[config.mk]
export PLATFORM = sky130hd
export DESIGN_NAME = pipe_hazard_ctrl
export DESIGN_NICKNAME = d
export VERILOG_FILES = /design/src/rtl/pipe_hazard_ctrl.sv
export SDC_FILE = /design/constraint.sdc
export NUM_CORES = 1
export LEC_CHECK = 0
export ABC_AREA = 1
export CAP_MARGIN = 30
export CORE_MARGIN = 2
export CORE_UTILIZATION = 43
export DETAILED_ROUTE_END_ITERATION = 8
export GPL_TIMING_DRIVEN = 0
export PLACE_DENSITY_LB_ADDON = 0.1
export RECOVER_POWER = 25
export SLEW_MARGIN = 5
export SYNTH_ARGS = -nofsm -noshare
export SYNTH_HDL_FRONTEND = slang
export SYNTH_SLANG_ARGS = --single-unit
[constraint.sdc]
create_clock -name clk -period 1.9 [get_ports clk]
set_input_delay 0.38 -clock clk [delete_from_list [all_inputs] [get_ports clk]]
set_output_delay 0.38 -clock clk [all_outputs]
set_load 0.02 [all_outputs]
[src/rtl/pipe_hazard_ctrl.sv]
// pipe_hazard_ctrl: hazard and sequencing controller for the 5-stage pipeline.
//   Produces stall/flush controls for the F, D and E pipeline registers,
//   forwarding selects for the E-stage ALU operands, and sequences the
//   multi-cycle multiply/divide unit while holding the pipeline.
// Configuration macro: HAZARD_FWD_EN
//   defined   -> M/W results are forwarded into E
//   undefined -> no forwarding; any RAW on an E/M destination stalls D
// Ports:
//   clk, rst_p        clock (posedge), asynchronous active-high reset
//   Ra1D/Ra2D         D-stage source addresses
//   Ra1E/Ra2E         E-stage source addresses
//   WA3E/WA3M/WA3W    destination addresses in E, M, W
//   RegWriteE/M/W     register write enables in E, M, W
//   MemtoRegE         E-stage instruction is a load
//   PCSrcE            taken branch / PC write in E
//   M_StartE          E-stage instruction is a multi-cycle op
//   MCycleDone        multi-cycle unit result valid pulse
//   StallF/D/E        hold PC, F->D, D->E registers
//   FlushD/E          clear F->D, D->E registers
//   ForwardAE/BE      operand select: 00 regfile, 01 W result, 10 M result
//   MStart            start pulse to the multi-cycle unit
//   mc_busy           multi-cycle sequencer not idle
//   stall_cnt         saturating count of cycles with StallD asserted
module pipe_hazard_ctrl #(
  parameter int unsigned CNT_W  = 16,
  parameter logic [3:0]  PC_REG = 4'd15
) (
  input  logic             clk,
  input  logic             rst_p,
  input  logic [3:0]       Ra1D,
  input  logic [3:0]       Ra2D,
  input  logic [3:0]       Ra1E,
  input  logic [3:0]       Ra2E,
  input  logic [3:0]       WA3E,
  input  logic [3:0]       WA3M,
  input  logic [3:0]       WA3W,
  input  logic             RegWriteE,
  input  logic             RegWriteM,
  input  logic             RegWriteW,
  input  logic             MemtoRegE,
  input  logic             PCSrcE,
  input  logic             M_StartE,
  input  logic             MCycleDone,
  output logic             StallF,
  output logic             StallD,
  output logic             StallE,
  output logic             FlushD,
  output logic             FlushE,
  output logic [1:0]       ForwardAE,
  output logic [1:0]       ForwardBE,
  output logic             MStart,
  output logic             mc_busy,
  output logic [CNT_W-1:0] stall_cnt
);

  localparam int unsigned REG_W = 4;

  typedef enum logic [1:0] {
    MC_IDLE = 2'd0,
    MC_RUN  = 2'd1,
    MC_DONE = 2'd2
  } mcState_t;

  mcState_t state;
  mcState_t nextState;
  logic     mcStall;
  logic     loadUse;
  logic     dataHazard;
  logic     branchFlush;
  logic     dataStall;

  // A destination hits a source unless the source is the PC (never hazards).
  function automatic logic srcMatch(input logic [REG_W-1:0] dst,
                                    input logic [REG_W-1:0] src);
    return (dst == src) && (src != PC_REG);
  endfunction

  // Multi-cycle sequencer state register.
  always_ff @(posedge clk or posedge rst_p) begin
    if (rst_p) state <= MC_IDLE;
    else       state <= nextState;
  end

  // Multi-cycle sequencer next state; M_StartE is ignored in MC_DONE since
  // the same instruction is still leaving E.
  always_comb begin
    nextState = state;
    case (state)
      MC_IDLE: if (M_StartE)   nextState = MC_RUN;
      MC_RUN:  if (MCycleDone) nextState = MC_DONE;
      MC_DONE: nextState = MC_IDLE;
      default: nextState = MC_IDLE;
    endcase
  end

  // Multi-cycle sequencer outputs; MC_DONE releases the pipeline for one cycle.
  always_comb begin
    mcStall = 1'b0;
    MStart  = 1'b0;
    mc_busy = 1'b0;
    case (state)
      MC_IDLE: begin
        mcStall = M_StartE;
        MStart  = M_StartE & ~rst_p;
      end
      MC_RUN: begin
        mcStall = 1'b1;
        mc_busy = 1'b1;
      end
      MC_DONE: mc_busy = 1'b1;
      default: ;
    endcase
  end

  assign loadUse = MemtoRegE & RegWriteE &
                   (srcMatch(WA3E, Ra1D) | srcMatch(WA3E, Ra2D));

`ifdef HAZARD_FWD_EN
  function automatic logic [1:0] fwdSel(input logic [REG_W-1:0] src);
    if (RegWriteM && srcMatch(WA3M, src)) return 2'b10;
    if (RegWriteW && srcMatch(WA3W, src)) return 2'b01;
    return 2'b00;
  endfunction

  assign dataHazard = loadUse;
  assign ForwardAE  = fwdSel(Ra1E);
  assign ForwardBE  = fwdSel(Ra2E);
`else
  logic rawE;
  logic rawM;
  logic unusedFwdIn;

  // Without forwarding every in-flight E/M writer of a D source must drain.
  assign rawE        = RegWriteE & (srcMatch(WA3E, Ra1D) | srcMatch(WA3E, Ra2D));
  assign rawM        = RegWriteM & (srcMatch(WA3M, Ra1D) | srcMatch(WA3M, Ra2D));
  assign dataHazard  = loadUse | rawE | rawM;
  assign ForwardAE   = 2'b00;
  assign ForwardBE   = 2'b00;
  assign unusedFwdIn = ^{Ra1E, Ra2E, WA3W, RegWriteW};
`endif

  // Priority: multi-cycle stall > branch flush > data hazard bubble.
  always_comb begin
    branchFlush = PCSrcE & ~mcStall;
    dataStall   = dataHazard & ~mcStall & ~branchFlush;
    StallF      = mcStall | dataStall;
    StallD      = mcStall | dataStall;
    StallE      = mcStall;
    FlushD      = branchFlush;
    FlushE      = branchFlush | dataStall;
  end

  // Saturating stall-cycle performance counter.
  always_ff @(posedge clk or posedge rst_p) begin
    if (rst_p)
      stall_cnt <= '0;
    else if (StallD && (stall_cnt != {CNT_W{1'b1}}))
      stall_cnt <= stall_cnt + CNT_W'(1);
  end

endmodule

* Yosys cells after proc, flatten, opt, wreduce, memory -nomap -nowiden
Cells that the tools add are included.
Widths: inputs -> output; s select.
** Word-level totals
- Output and inout port bits :: 27
- Register bits :: 18
- Memory bits (writable) :: 0
- Memories kept :: 0
- Memory bits (read-only) :: 0
- Logic and storage cells :: 45
- Bits in latches :: 0
** Operators by class
- Add/subtract/negate cells :: 1
- Multipliers :: 0
- Divide/modulo/power cells :: 0
- Eq/ne operators :: 11
- Shifts and indexed selects :: 0
- Bitwise gates (word level) :: 17
- Reduce and logical (&&, ||, !) cells :: 8
- Muxes and demuxes :: 6
- $lt $le $gt $ge :: 0
** Operator list (number)
- $add 16x1->16 const B :: 1
- $eq 4x4->1 :: 4
- $ne 16x16->1 const B :: 1
- $and 1x1->1 :: 8
- $ne 4x4->1 const B :: 2
- $or 1x1->1 :: 6
- $logic_and 1x1->1 :: 5
- $mux 2 :: 2
- $ne 2x2->1 const B :: 2
- $pmux 2 s2 :: 1
- $not 1->1 :: 3
- $eq 2x1->1 const B :: 1
- $eq 2x2->1 const B :: 1
- $logic_not 2->1 :: 1
- $mux 1 :: 2
- $pmux 1 s2 :: 1
- $reduce_and 2->1 :: 1
- $reduce_or 2->1 :: 1

* Logic depth before layout (Yosys ltp)
- Depth after elaboration :: 10
- Mapped depth :: 14

* Worst setup path after synthesis
Ideal clock, no wire load.
- Kind :: flip-flop to output port
- Start point :: register state[0]
- End point :: output port FlushE
- Buffers on the path :: 0
- Arrival :: 1.459 ns
- Path slack :: 0.061 ns
- Data required time :: 1.520 ns
- Stages on the path, launching flop included :: 6
- Path through :: dfrtp_1 inv_1 ha_1 a21oi_1 inv_1 a31oi_1
** Between the ends
- Word-level cells in the longest chain between the ends :: 7
** Ends and longest elaborated chain
- from (decl) :: line 64 : mcState_t state;
- from (signal assigned) :: line 81 : else state <= nextState;
- $eq 2x1->1 / $logic_not 2->1 (equally long branches) :: line 101 : case (state)
- $pmux 1 s2 * :: line 101
- net StallE :: line 46 : output logic StallE,
- $not 1->1 * :: line 144, 145
- $and 1x1->1 :: line 144 : branchFlush = PCSrcE & ~mcStall;
- $not 1->1 :: line 145 : dataStall = dataHazard & ~mcStall & ~branchFlush;
- $and 1x1->1 :: line 145
- $or 1x1->1 * :: line 150 : FlushE = branchFlush | dataStall;
- to (decl) :: line 48 : output logic FlushE,
Mark *: on every way through the listed nets, which the timed path passes. The rest lies on a longest branch.

* Worst setup path in the final report
- Start point :: input port M_StartE
- End point :: output port StallD
** Between the ends
- Word-level cells in the longest chain between the ends :: 6
** Ends and longest elaborated chain
- from (decl) :: line 42 : input logic M_StartE,
- $pmux 1 s2 * :: line 101
- $not 1->1 :: line 144, 145
- $and 1x1->1 :: line 144
- $not 1->1 :: line 145
- $and 1x1->1 :: line 145
- $or 1x1->1 * :: line 147 : StallD = mcStall | dataStall;
- to (decl) :: line 45 : output logic StallD,
Mark *: on every way between the ends. The rest lies on a longest branch, timed or not.

==> run summary <==
The critical path in this run is classified as primary input to output port. The ratio of total power to cell area came out at 1010 nW/um^2. From bottom edge to top edge, the die measures 63.8 um. The area of the die is 4070 um^2.

The largest single stage delay on the critical path is 0.48 ns. The average wire per standard cell is 10.5 um. The run finished with clean final reports. The normalized max-slew margin came out at 0.544. The cell that appears most often on the critical path is buf_6. The worst-path maximum fanout is 6. At the end of routability-driven placement, the weighted congestion stood at 0.791. For hold timing, the worst endpoint is state[1]$_DFFE_PP0P_. During placement, the flow inserted port buffers numbering 45. The maximum number of pins on one net before global-route repair is 19.

The worst hold path begins at state[1]$_DFFE_PP0P_. Across all setup checks in the final design, the least slack found is 0.0726 ns. The achievable clock frequency is 547 MHz.

For this run the aggregate overflow at the end of global routing stands at 0. The vias after detailed routing came out at 1561. After detailed routing, the number of remaining DRC violations is 0.

In this run the critical register-to-register path is captured at stall_cnt[15]$_DFFE_PP0P_. The clock transition at the register clock pins on the worst setup and hold paths after CTS came out at 0.10 ns. The remaining antenna violation count after routing came out at 0. Hold is met by 0.518 ns. The routed wire length came out at 3.62 mm. 0 antenna diodes ended up in the layout. STA puts the critical path data required time at 1.52 ns. The number of library cell types mapped by synthesis came out at 25. For the final database, setup skew stands at 0.00645 ns. The tree built by TritonCTS fans out to 18 sinks. The maximum level of the CTS H-tree came out at 1.

The leakage power summed over all cells came out at 1.22 nW. The sequential element share of the synthesized area is 0.293. The CTS tree is done. The initial antenna violation count came out at 0. The arrival time at the worst endpoint is 1.45 ns.

The area overhead of the layout relative to synthesis came out at 43.2%. The peak supply drop is 0.706 mV. In this run the register-to-register setup slack is 0.19 ns. In the post-synthesis netlist, the biggest area contributors are dfrtp_1 (29%), nand2_1 (21%), inv_1 (7.8%), nand3_1 (7.5%), xor2_1 (6.3%). For the worst flop-to-flop path, the logic depth is 10. The worst setup path is captured at an output port. The area of the mapped netlist came out at 1540 um^2. The post-route clock period utilization came out at 0.962. The final max-slew violation count is 0. The beginning of the worst register-to-register path is stall_cnt[0]$_DFFE_PP0P_. The synthesized area per cell is 6.59 um^2.

Walking the worst path, the cells encountered are clkdlybuf4s50_1, a21oi_4, nand2_4, buf_6, buf_6. The total track usage is 0.191. The insertion delay of the later-clocked pin in the worst-skew pair is 0.30 ns. The shortest period the worst path allows came out at 1.83 ns.

The count of maximum capacitance violations came out at 0. At the pin with the least slew margin, the transition time is 0.683 ns. The final count of hold timing violations came out at 0. In this design, the largest share of critical-path delay is due to buffers and inverters. The worst hold path cell count came out at 2. The die is 63.8 um wide. The first global-routing pass estimated 6.28 mm of wire. Counting flops and latches in the post-synthesis netlist gives 18.

The area of the core is 3390 um^2. No sink is reached through more buffers than the 2 on the longest clock path. The number of instances in the synthesized netlist came out at 233.

The min-delay analysis places its worst path in the category flop to flop. The total I/O pin count is 64. The dominant cell type by area after synthesis is dfrtp_1. Setup repair after global routing could not meet its margin everywhere. The first-pass iteration count of the detailed router came out at 5. The CTS root buffer is clkbuf_4. The setup violation total in the final timing report came out at 0. Of the cells placed in the final design, the portion with a size suffix greater than 1 is 0.252. Of the post-synthesis cell area, the dominant cell type holds 0.293.

The detailed router's first-iteration violation count came out at 72. The worst setup timing slack at the placement stage came out at -1.09 ns. The via count of the first global-routing pass is 1439. STA classifies the critical path startpoint as a primary input. After floorplanning, the core was divided into 21 placement rows. The routed via count divided by cell count is 4.54. The share of the core filled with cells came out at 0.649. The CTS buffer count came out at 3. For this configuration, the core starts out at a cell density of 0.453. The HPWL reported at the end of detailed placement is 2.69 mm. The buffer and inverter count on the worst path is 3. The largest individual stage delay along the critical path comes from the cell clkdlybuf4s50_1. The number of nets in the layout came out at 340. The total of warnings raised by yosys is 0.
## registers in the layout, indices dropped and copies added, names as in the netlist
signal / count
stall_cnt: 16
state: 2
## layout by cell type (no fill, tap or decap), types with 7 or more instances in the layout
master and count:
nand2_1 83, inv_1 26, buf_4 24, xnor2_1 7
nand3_1 23, nor2_1 14, dfrtp_1 17, inv_2 9
clkdlybuf4s50_1 20, buf_2 7, buf_6 9, xor2_1 11
## tightest hold or removal path, delay by kind of cell (launching register included)
kind,cells,cell delay [ns]
AOI/OAI and AO/OA,1,0.06
and+or+nand+nor,1,0.05
DFF,1,0.37
## report_power, final
group | internal, W | switching (W)
Sequential | 0.000463 | 0.0000842
Combinational | 0.000702 | 0.000742
Clock | 0.000117 | 0.000123
## cell families (layout without fill, tap and decap cells)
logic type / after synthesis / in the layout / share of synthesized area
xor+xnor: 18 / 18 / 0.103
simple gates: 144 / 144 / 0.426
compound gates: 5 / 5 / 0.0179
buf+inv: 43 / 105 / 0.125
flops: 18 / 18 / 0.293
fa+ha+maj: 4 / 4 / 0.0326
other cells: 1 / 4 / 0.00244
## timing repair
action	4_1_cts	5_1_grt
hold buffers	0	0
setup buffers	7	7
resized for setup	110	17
endpoints found under the setup margin	7	19
pin swaps	20	9
gates cloned	0	0
## routing by layer
metal,part of all wire,GRT usage,up-vias
met4,0.0022,0.0272,0
met2,0.47,0.309,25
met1,0.49,0.268,701
li1,-,-,833
met5,0,0,-
met3,0.040,0.0405,2
## through the flow
stage	instances	setup TNS, ns	total power (W)	area [um^2]
global route	344	-0.0655	0.00242	2200
detailed placement	327	-7.25	0.00171	2060
floorplan	236	0	0.00127	1550
CTS	338	-0.00564	0.00214	2130
global placement	327	-7.11	0.00171	2060
finish	344	0	0.00223	2200
## layout make-up
type	count	area [um^2]
Buffer	7	63.8
Sequential cell	18	452
Inverter	35	131
Fill cell	321	1190
Tap cell	46	57.6
Multi-Input combinational cell	175	951
Clock buffer	4	36.3
Timing Repair Buffer	59	509
## synthesized netlist by cell type, drive strengths merged
cell and n:
xor2 11, nor3 6, a21oi 2, buf 8, nor2 20, dfrtp 18
nand2 90, conb 1, inv 35, ha 4, nand4 4, o22ai 1
o21ai 1, a31oi 1, nand3 24, xnor2 7
## worst max path at each step
stage	cells after the start	from	slack, ns	endpoint
floorplan	5	state[0]$_DFFE_PP0P_	0.06	FlushE
global placement	14	Ra2D[1]	-1.09	StallF
detailed placement	14	Ra2D[1]	-1.09	StallF
CTS	7	state[0]$_DFFE_PP0P_	-0.005	StallD
global route	6	state[1]$_DFFE_PP0P_	-0.03	FlushE
finish	5	M_StartE	0.07	StallD
(Power assumes the default switching activity.)
